**config.mk**
```make
export PLATFORM = sky130hd
export DESIGN_NAME = vga_text_ctrl
export DESIGN_NICKNAME = d
export VERILOG_FILES = /design/src/rtl/vga_text_ctrl.sv
export SDC_FILE = /design/constraint.sdc
export NUM_CORES = 1
export LEC_CHECK = 0
export CAP_MARGIN = 20
export CORE_MARGIN = 5
export CORE_UTILIZATION = 25
export CTS_CLUSTER_DIAMETER = 80
export DETAILED_ROUTE_END_ITERATION = 6
export HOLD_SLACK_MARGIN = 0.12
export PLACE_DENSITY = 0.48
export SETUP_SLACK_MARGIN = 0.05
export SLEW_MARGIN = 15
export SYNTH_ARGS = -nofsm -noshare
export SYNTH_HDL_FRONTEND = slang
export SYNTH_SLANG_ARGS = --single-unit
```
**constraint.sdc**
```tcl
create_clock -name pclk -period 5.6 [get_ports pclk]
set_input_delay 1.12 -clock pclk [delete_from_list [all_inputs] [get_ports pclk]]
set_output_delay 1.12 -clock pclk [all_outputs]
set_load 0.005 [all_outputs]
```
**src/rtl/vga_text_ctrl.sv**
```systemverilog
`default_nettype none
// ============================================================================
// Module  : vga_text_ctrl
// Brief   : Character-mode VGA timing generator with cell addressing, per-cell
//           colour, delayed-data pixel pipeline and a blinking cursor.
// Revision: 1.0 - initial release
// ============================================================================
module vga_text_ctrl #(
    parameter int H_ACTIVE     = 640,
    parameter int H_FP         = 16,
    parameter int H_SYNC       = 96,
    parameter int H_BP         = 48,
    parameter int V_ACTIVE     = 480,
    parameter int V_FP         = 10,
    parameter int V_SYNC       = 2,
    parameter int V_BP         = 33,
    parameter bit SYNC_POL     = 1'b0,
    parameter int CHAR_W       = 9,
    parameter int CHAR_H       = 16,
    parameter int COLS         = 71,
    parameter int ROWS         = 30,
    parameter int PIPE         = 2,
    parameter int BLINK_FRAMES = 30
) (
    input  logic        pclk,
    input  logic        reset,
    output logic [10:0] h_addr,
    output logic [10:0] v_addr,
    output logic [6:0]  char_col,
    output logic [5:0]  char_row,
    output logic [3:0]  glyph_x,
    output logic [4:0]  glyph_y,
    output logic        addr_valid,
    output logic        frame_start,
    input  logic [6:0]  cursor_col,
    input  logic [5:0]  cursor_row,
    input  logic        cursor_en,
    input  logic        pixel_on,
    input  logic [23:0] fg_color,
    input  logic [23:0] bg_color,
    output logic        hsync,
    output logic        vsync,
    output logic        valid,
    output logic [7:0]  vga_r,
    output logic [7:0]  vga_g,
    output logic [7:0]  vga_b
);

    localparam int c_h_total = H_ACTIVE + H_FP + H_SYNC + H_BP;
    localparam int c_v_total = V_ACTIVE + V_FP + V_SYNC + V_BP;
    localparam int c_hw      = $clog2(c_h_total + 1);
    localparam int c_vw      = $clog2(c_v_total + 1);
    localparam int c_bw      = $clog2(BLINK_FRAMES + 1);

    localparam logic [c_hw-1:0] c_h_last  = c_hw'(c_h_total - 1);
    localparam logic [c_hw-1:0] c_h_act   = c_hw'(H_ACTIVE);
    localparam logic [c_hw-1:0] c_hs_beg  = c_hw'(H_ACTIVE + H_FP);
    localparam logic [c_hw-1:0] c_hs_end  = c_hw'(H_ACTIVE + H_FP + H_SYNC);
    localparam logic [c_vw-1:0] c_v_last  = c_vw'(c_v_total - 1);
    localparam logic [c_vw-1:0] c_v_act   = c_vw'(V_ACTIVE);
    localparam logic [c_vw-1:0] c_vs_beg  = c_vw'(V_ACTIVE + V_FP);
    localparam logic [c_vw-1:0] c_vs_end  = c_vw'(V_ACTIVE + V_FP + V_SYNC);
    localparam logic [3:0]      c_gx_last = 4'(CHAR_W - 1);
    localparam logic [4:0]      c_gy_last = 5'(CHAR_H - 1);
    localparam logic [7:0]      c_cols    = 8'(COLS);
    localparam logic [6:0]      c_rows    = 7'(ROWS);
    localparam logic [c_bw-1:0] c_b_last  = c_bw'(BLINK_FRAMES - 1);

    logic [c_hw-1:0] r_h_cnt;
    logic [c_vw-1:0] r_v_cnt;
    logic [3:0]      r_glyph_x;
    logic [4:0]      r_glyph_y;
    logic [6:0]      r_char_col;
    logic [5:0]      r_char_row;
    logic [6:0]      r_cur_col;
    logic [5:0]      r_cur_row;
    logic            r_cur_en;
    logic [c_bw-1:0] r_blink_cnt;
    logic            r_blink_phase;
    // Pipeline word: {valid, addr_valid, hsync_act, vsync_act, cursor_hit}
    logic [4:0]      r_pipe [PIPE];

    logic w_h_wrap, w_f_wrap, w_active, w_hs_act, w_vs_act, w_hit, w_sel;
    logic [4:0]  w_d;
    logic [23:0] w_rgb;

    assign w_h_wrap = (r_h_cnt == c_h_last);
    assign w_f_wrap = w_h_wrap && (r_v_cnt == c_v_last);
    assign w_active = (r_h_cnt < c_h_act) && (r_v_cnt < c_v_act);
    assign w_hs_act = (r_h_cnt >= c_hs_beg) && (r_h_cnt < c_hs_end);
    assign w_vs_act = (r_v_cnt >= c_vs_beg) && (r_v_cnt < c_vs_end);

    assign h_addr      = w_active ? 11'(r_h_cnt) : 11'd0;
    assign v_addr      = w_active ? 11'(r_v_cnt) : 11'd0;
    assign char_col    = r_char_col;
    assign char_row    = r_char_row;
    assign glyph_x     = r_glyph_x;
    assign glyph_y     = r_glyph_y;
    assign addr_valid  = w_active && ({1'b0, r_char_col} < c_cols) && ({1'b0, r_char_row} < c_rows);
    assign frame_start = (r_h_cnt == '0) && (r_v_cnt == '0);

    // Range check keeps a cursor parked off-grid from matching blanking cells
    assign w_hit = r_cur_en && (r_char_col == r_cur_col) && (r_char_row == r_cur_row)
                   && ({1'b0, r_cur_col} < c_cols) && ({1'b0, r_cur_row} < c_rows);

    always_ff @(posedge pclk or posedge reset) begin
        if (reset) begin
            r_h_cnt    <= '0;
            r_v_cnt    <= '0;
            r_glyph_x  <= '0;
            r_glyph_y  <= '0;
            r_char_col <= '0;
            r_char_row <= '0;
        end else begin
            r_h_cnt <= w_h_wrap ? '0 : r_h_cnt + 1'b1;
            if (w_h_wrap) begin
                r_glyph_x  <= '0;
                r_char_col <= '0;
            end else if (r_glyph_x == c_gx_last) begin
                r_glyph_x  <= '0;
                r_char_col <= r_char_col + 1'b1;
            end else begin
                r_glyph_x  <= r_glyph_x + 1'b1;
            end
            if (w_f_wrap) begin
                r_v_cnt    <= '0;
                r_glyph_y  <= '0;
                r_char_row <= '0;
            end else if (w_h_wrap) begin
                r_v_cnt <= r_v_cnt + 1'b1;
                if (r_glyph_y == c_gy_last) begin
                    r_glyph_y  <= '0;
                    r_char_row <= r_char_row + 1'b1;
                end else begin
                    r_glyph_y  <= r_glyph_y + 1'b1;
                end
            end
        end
    end

    // Cursor shadow and blink both update on the last pixel of the frame
    always_ff @(posedge pclk or posedge reset) begin
        if (reset) begin
            r_cur_col     <= '0;
            r_cur_row     <= '0;
            r_cur_en      <= 1'b0;
            r_blink_cnt   <= '0;
            r_blink_phase <= 1'b0;
        end else if (w_f_wrap) begin
            r_cur_col <= cursor_col;
            r_cur_row <= cursor_row;
            r_cur_en  <= cursor_en;
            if (r_blink_cnt == c_b_last) begin
                r_blink_cnt   <= '0;
                r_blink_phase <= ~r_blink_phase;
            end else begin
                r_blink_cnt   <= r_blink_cnt + 1'b1;
            end
        end
    end

    always_ff @(posedge pclk or posedge reset) begin
        if (reset) begin
            for (int i = 0; i < PIPE; i++) r_pipe[i] <= '0;
        end else begin
            r_pipe[0] <= {w_active, addr_valid, w_hs_act, w_vs_act, w_hit};
            for (int i = 1; i < PIPE; i++) r_pipe[i] <= r_pipe[i-1];
        end
    end

    assign w_d   = r_pipe[PIPE-1];
    assign w_sel = pixel_on ^ (w_d[0] & r_blink_phase);
    assign w_rgb = w_d[3] ? (w_sel ? fg_color : bg_color) : 24'h0;

    always_ff @(posedge pclk or posedge reset) begin
        if (reset) begin
            hsync <= ~SYNC_POL;
            vsync <= ~SYNC_POL;
            valid <= 1'b0;
            vga_r <= '0;
            vga_g <= '0;
            vga_b <= '0;
        end else begin
            hsync <= w_d[2] ? SYNC_POL : ~SYNC_POL;
            vsync <= w_d[1] ? SYNC_POL : ~SYNC_POL;
            valid <= w_d[4];
            vga_r <= w_rgb[23:16];
            vga_g <= w_rgb[15:8];
            vga_b <= w_rgb[7:0];
        end
    end

endmodule
`default_nettype wire

```
==> flow_metrics.tcl <==
set metrics [dict create \
    cts_resized 0 \
    ios 138 \
    syn2layout_area_growth_pct 39.1 \
    cts_inserted_buffers 9 \
    drv_cap 0 \
    antenna_cells 0 \
    p_comb_frac 0.075 \
    synth_cell_types 51 \
    power_density_nw_per_um2 228 \
    peakVddDrop_mv 0.136 \
    cts_setup_buffers 0 \
    synth_top_area_frac 0.512 \
    total_power_mw 1.50 \
    drtIter0Drc 237 \
    layout-drive-gt1-share 0.0565 \
    crit_arrival_ns 2.98 \
    reg2reg_slack_ns 3.11 \
    ant_nets 0 \
    dp_hpwl_um 9220 \
    cts.path.max_buffers 2 \
    worstMarginPinSlew_ns 1.04 \
    viasPerCell 4.60 \
    synth_area_um2 4740 \
    rsz0062_at_grt "no" \
    cp-end-kind "primary output" \
    final_max_slew_viol_count 0 \
    hp-start "r_pipe[9]" \
    synth_edf_count 0 \
    period_needed_ns 4.10 \
    cp_data_required_time_ns 4.48 \
    layout_commonest_cell "clkdlybuf4s50_1" \
    nNetsFinal 655 \
    insertion_delay_ns 0.35 \
    async_flop_share 1.00 \
    wl_per_cell_um 16.0 \
    cts_root_buf "clkbuf_16" \
    ys_seq_area_frac 0.523 \
    yosysTopAreaCell "dfrtp_1" \
    die_x_um 148 \
    io_buffer_count 134 \
    min_period_over_period 0.732 \
    cts_tree "done" \
    setup_violations 0 \
    hold_class "flop to flop" \
    synth_ff_type "dfrtp_1" \
    vias 3759 \
    cp_max_fo 21 \
    synthTopCellsByArea "dfrtp_1 51%, nand2_1 5.3%, a21boi_0 4.0%" \
    fillers 1855 \
    place.gp.congestion 0.759 \
    grt_overflow 0 \
    syn_area_per_cell_um2 10.5 \
    r2r.worst_path.cells 5 \
    p_int_mw 1.19 \
    drt-pass1-iter-count 4 \
    worst_hold_path.num_cells 0 \
    layout_common_cells "134 x clkdlybuf4s50_1, 97 x dfrtp_1, 67 x nand2_1, 25 x a21boi_0, 21 x and2_1" \
    timing.rr.end "r_v_cnt[8]" \
    first_global_vias 3952 \
    max_freq_ghz 0.244 \
    p_leak_nw 2.90 \
    whs_endpoint "w_d[4]" \
    die-area_um2 21800 \
    finalHoldViolCount 0 \
    status "completed" \
    start_util 0.254 \
    switchingPower_mw 0.311 \
    fin_tns_setup_ns 0 \
    p_seq_frac 0.487 \
    skew_ns 0.00922 \
    grt_usage 0.121 \
    p_clk_frac 0.438 \
    routed_wl_um 13100 \
    grt_pass1_wl_um 21300 \
    ctsHoldBuffers 0 \
    row_count 50 \
    p_sw_frac 0.207 \
    reg2reg_from "r_h_cnt[0]" \
    core_area_um2 18700 \
    grt_max_degree 74 \
    slew_headroom 0.305 \
    htree_num_levels 3 \
    drc_errors 0 \
    yosysWarnings 0 \
    clk_pin_slew_ns 0.07 \
    yosys_register_bits 99 \
    syn_inst 453 \
    cts.sink_count 99 \
    antenna_found_initial 0 \
    start_kind "flop" \
    die_h_um 148 \
    critPathKind "flop to primary output" \
]
[flip-flops by register name (all words and copies together) (netlist names)]
name	cells
r_blink_phase	1
r_cur_col	7
vsync	1
glyph_y	5
vga_b	8
r_cur_en	1
valid	1
char_col	7
hsync	1
w_d	5
char_row	6
r_v_cnt	10
glyph_x	4
r_cur_row	6
vga_g	8
r_h_cnt	10
r_blink_cnt	5
r_pipe	5
vga_r	8
[per-layer routing]
layer,wire [um],vias up,GRT usage
met3,1010,16,0.0356
li1,-,1805,-
met1,6140,1806,0.162
met5,0,-,0
met2,5720,132,0.186
met4,214,0,0.0433
[layout make-up]
cell class,count,area [um^2],share of cell area
flip-flops and latches,99,2480,0.376
multi-input cells,316,2090,0.316
repair buffers,137,1370,0.208
well taps,234,293,0.0444
clock buffers,14,244,0.0370
inverters,16,62.6,0.00948
clock inverters,2,60.1,0.00910
[worst max-delay path: stages, from the launching register on]
cell	delay (ns)
dfrtp_1	0.45
and3_1	0.21
nand2_1	0.13
and3b_1	0.63
nor4b_1	0.59
clkdlybuf4s50_1	0.62
[cells by family after synthesis]
group | count (synthesis) | synth area share
AND/OR/NAND/NOR | 183 | 0.211
adder cells (fa/ha/maj) | 11 | 0.0290
flip-flops | 99 | 0.523
AO/OA/AOI/OAI | 72 | 0.100
XOR/XNOR | 30 | 0.0554
buffers and inverters | 40 | 0.0403
multiplexers | 17 | 0.0401
other | 1 | 0.000790
[synthesized netlist by cell type (all sizes together), types with 3 or more instances]
master / count
mux2: 16
nand2: 67
and4: 4
o21ai: 19
o31ai: 4
nor4: 4
nor2b: 5
a21oi: 10
dfrtp: 97
or3: 3
nor3: 6
a21boi: 25
buf: 13
nand4: 8
xnor2: 10
a22o: 4
clkbuf: 11
nor2: 21
nor4b: 3
and3: 7
xor2: 20
nand3: 20
and2: 21
or4: 4
ha: 11
inv: 16
[worst max-delay path by stage]
stage,slack [ns],endpoint,cells after the start,startpoint
floorplan,1.89,char_col[0],1,reset
global placement,1.90,addr_valid,5,r_v_cnt[6]
detailed placement,1.82,addr_valid,5,r_v_cnt[6]
CTS,1.43,addr_valid,5,r_v_cnt[6]
global route,1.32,addr_valid,5,r_v_cnt[6]
finish,1.50,addr_valid,5,r_v_cnt[6]
[through the flow]
step           area [um^2]  hold WS (ns)  instances   util  setup slack [ns]
2_1_floorplan         4750         0.331        455      -              1.89
3_3_place_gp          6280         0.334        801  0.336              1.90
3_5_place_dp          6290         0.335        802  0.337              1.82
4_1_cts               6600         0.350        818  0.353              1.43
5_1_grt               6600         0.354        818  0.353              1.32
6_report              6600         0.348        818  0.353              1.50
[power groups by stage]
stage	clock network [mW]	logic, mW	registers [mW]
detailed placement	0	0.115	0.745
global route	0.713	0.125	0.732
global placement	0	0.113	0.745
floorplan	0	0.0285	0.747
CTS	0.685	0.115	0.731
finish	0.659	0.112	0.731
Power figures use the tool's default switching activity.
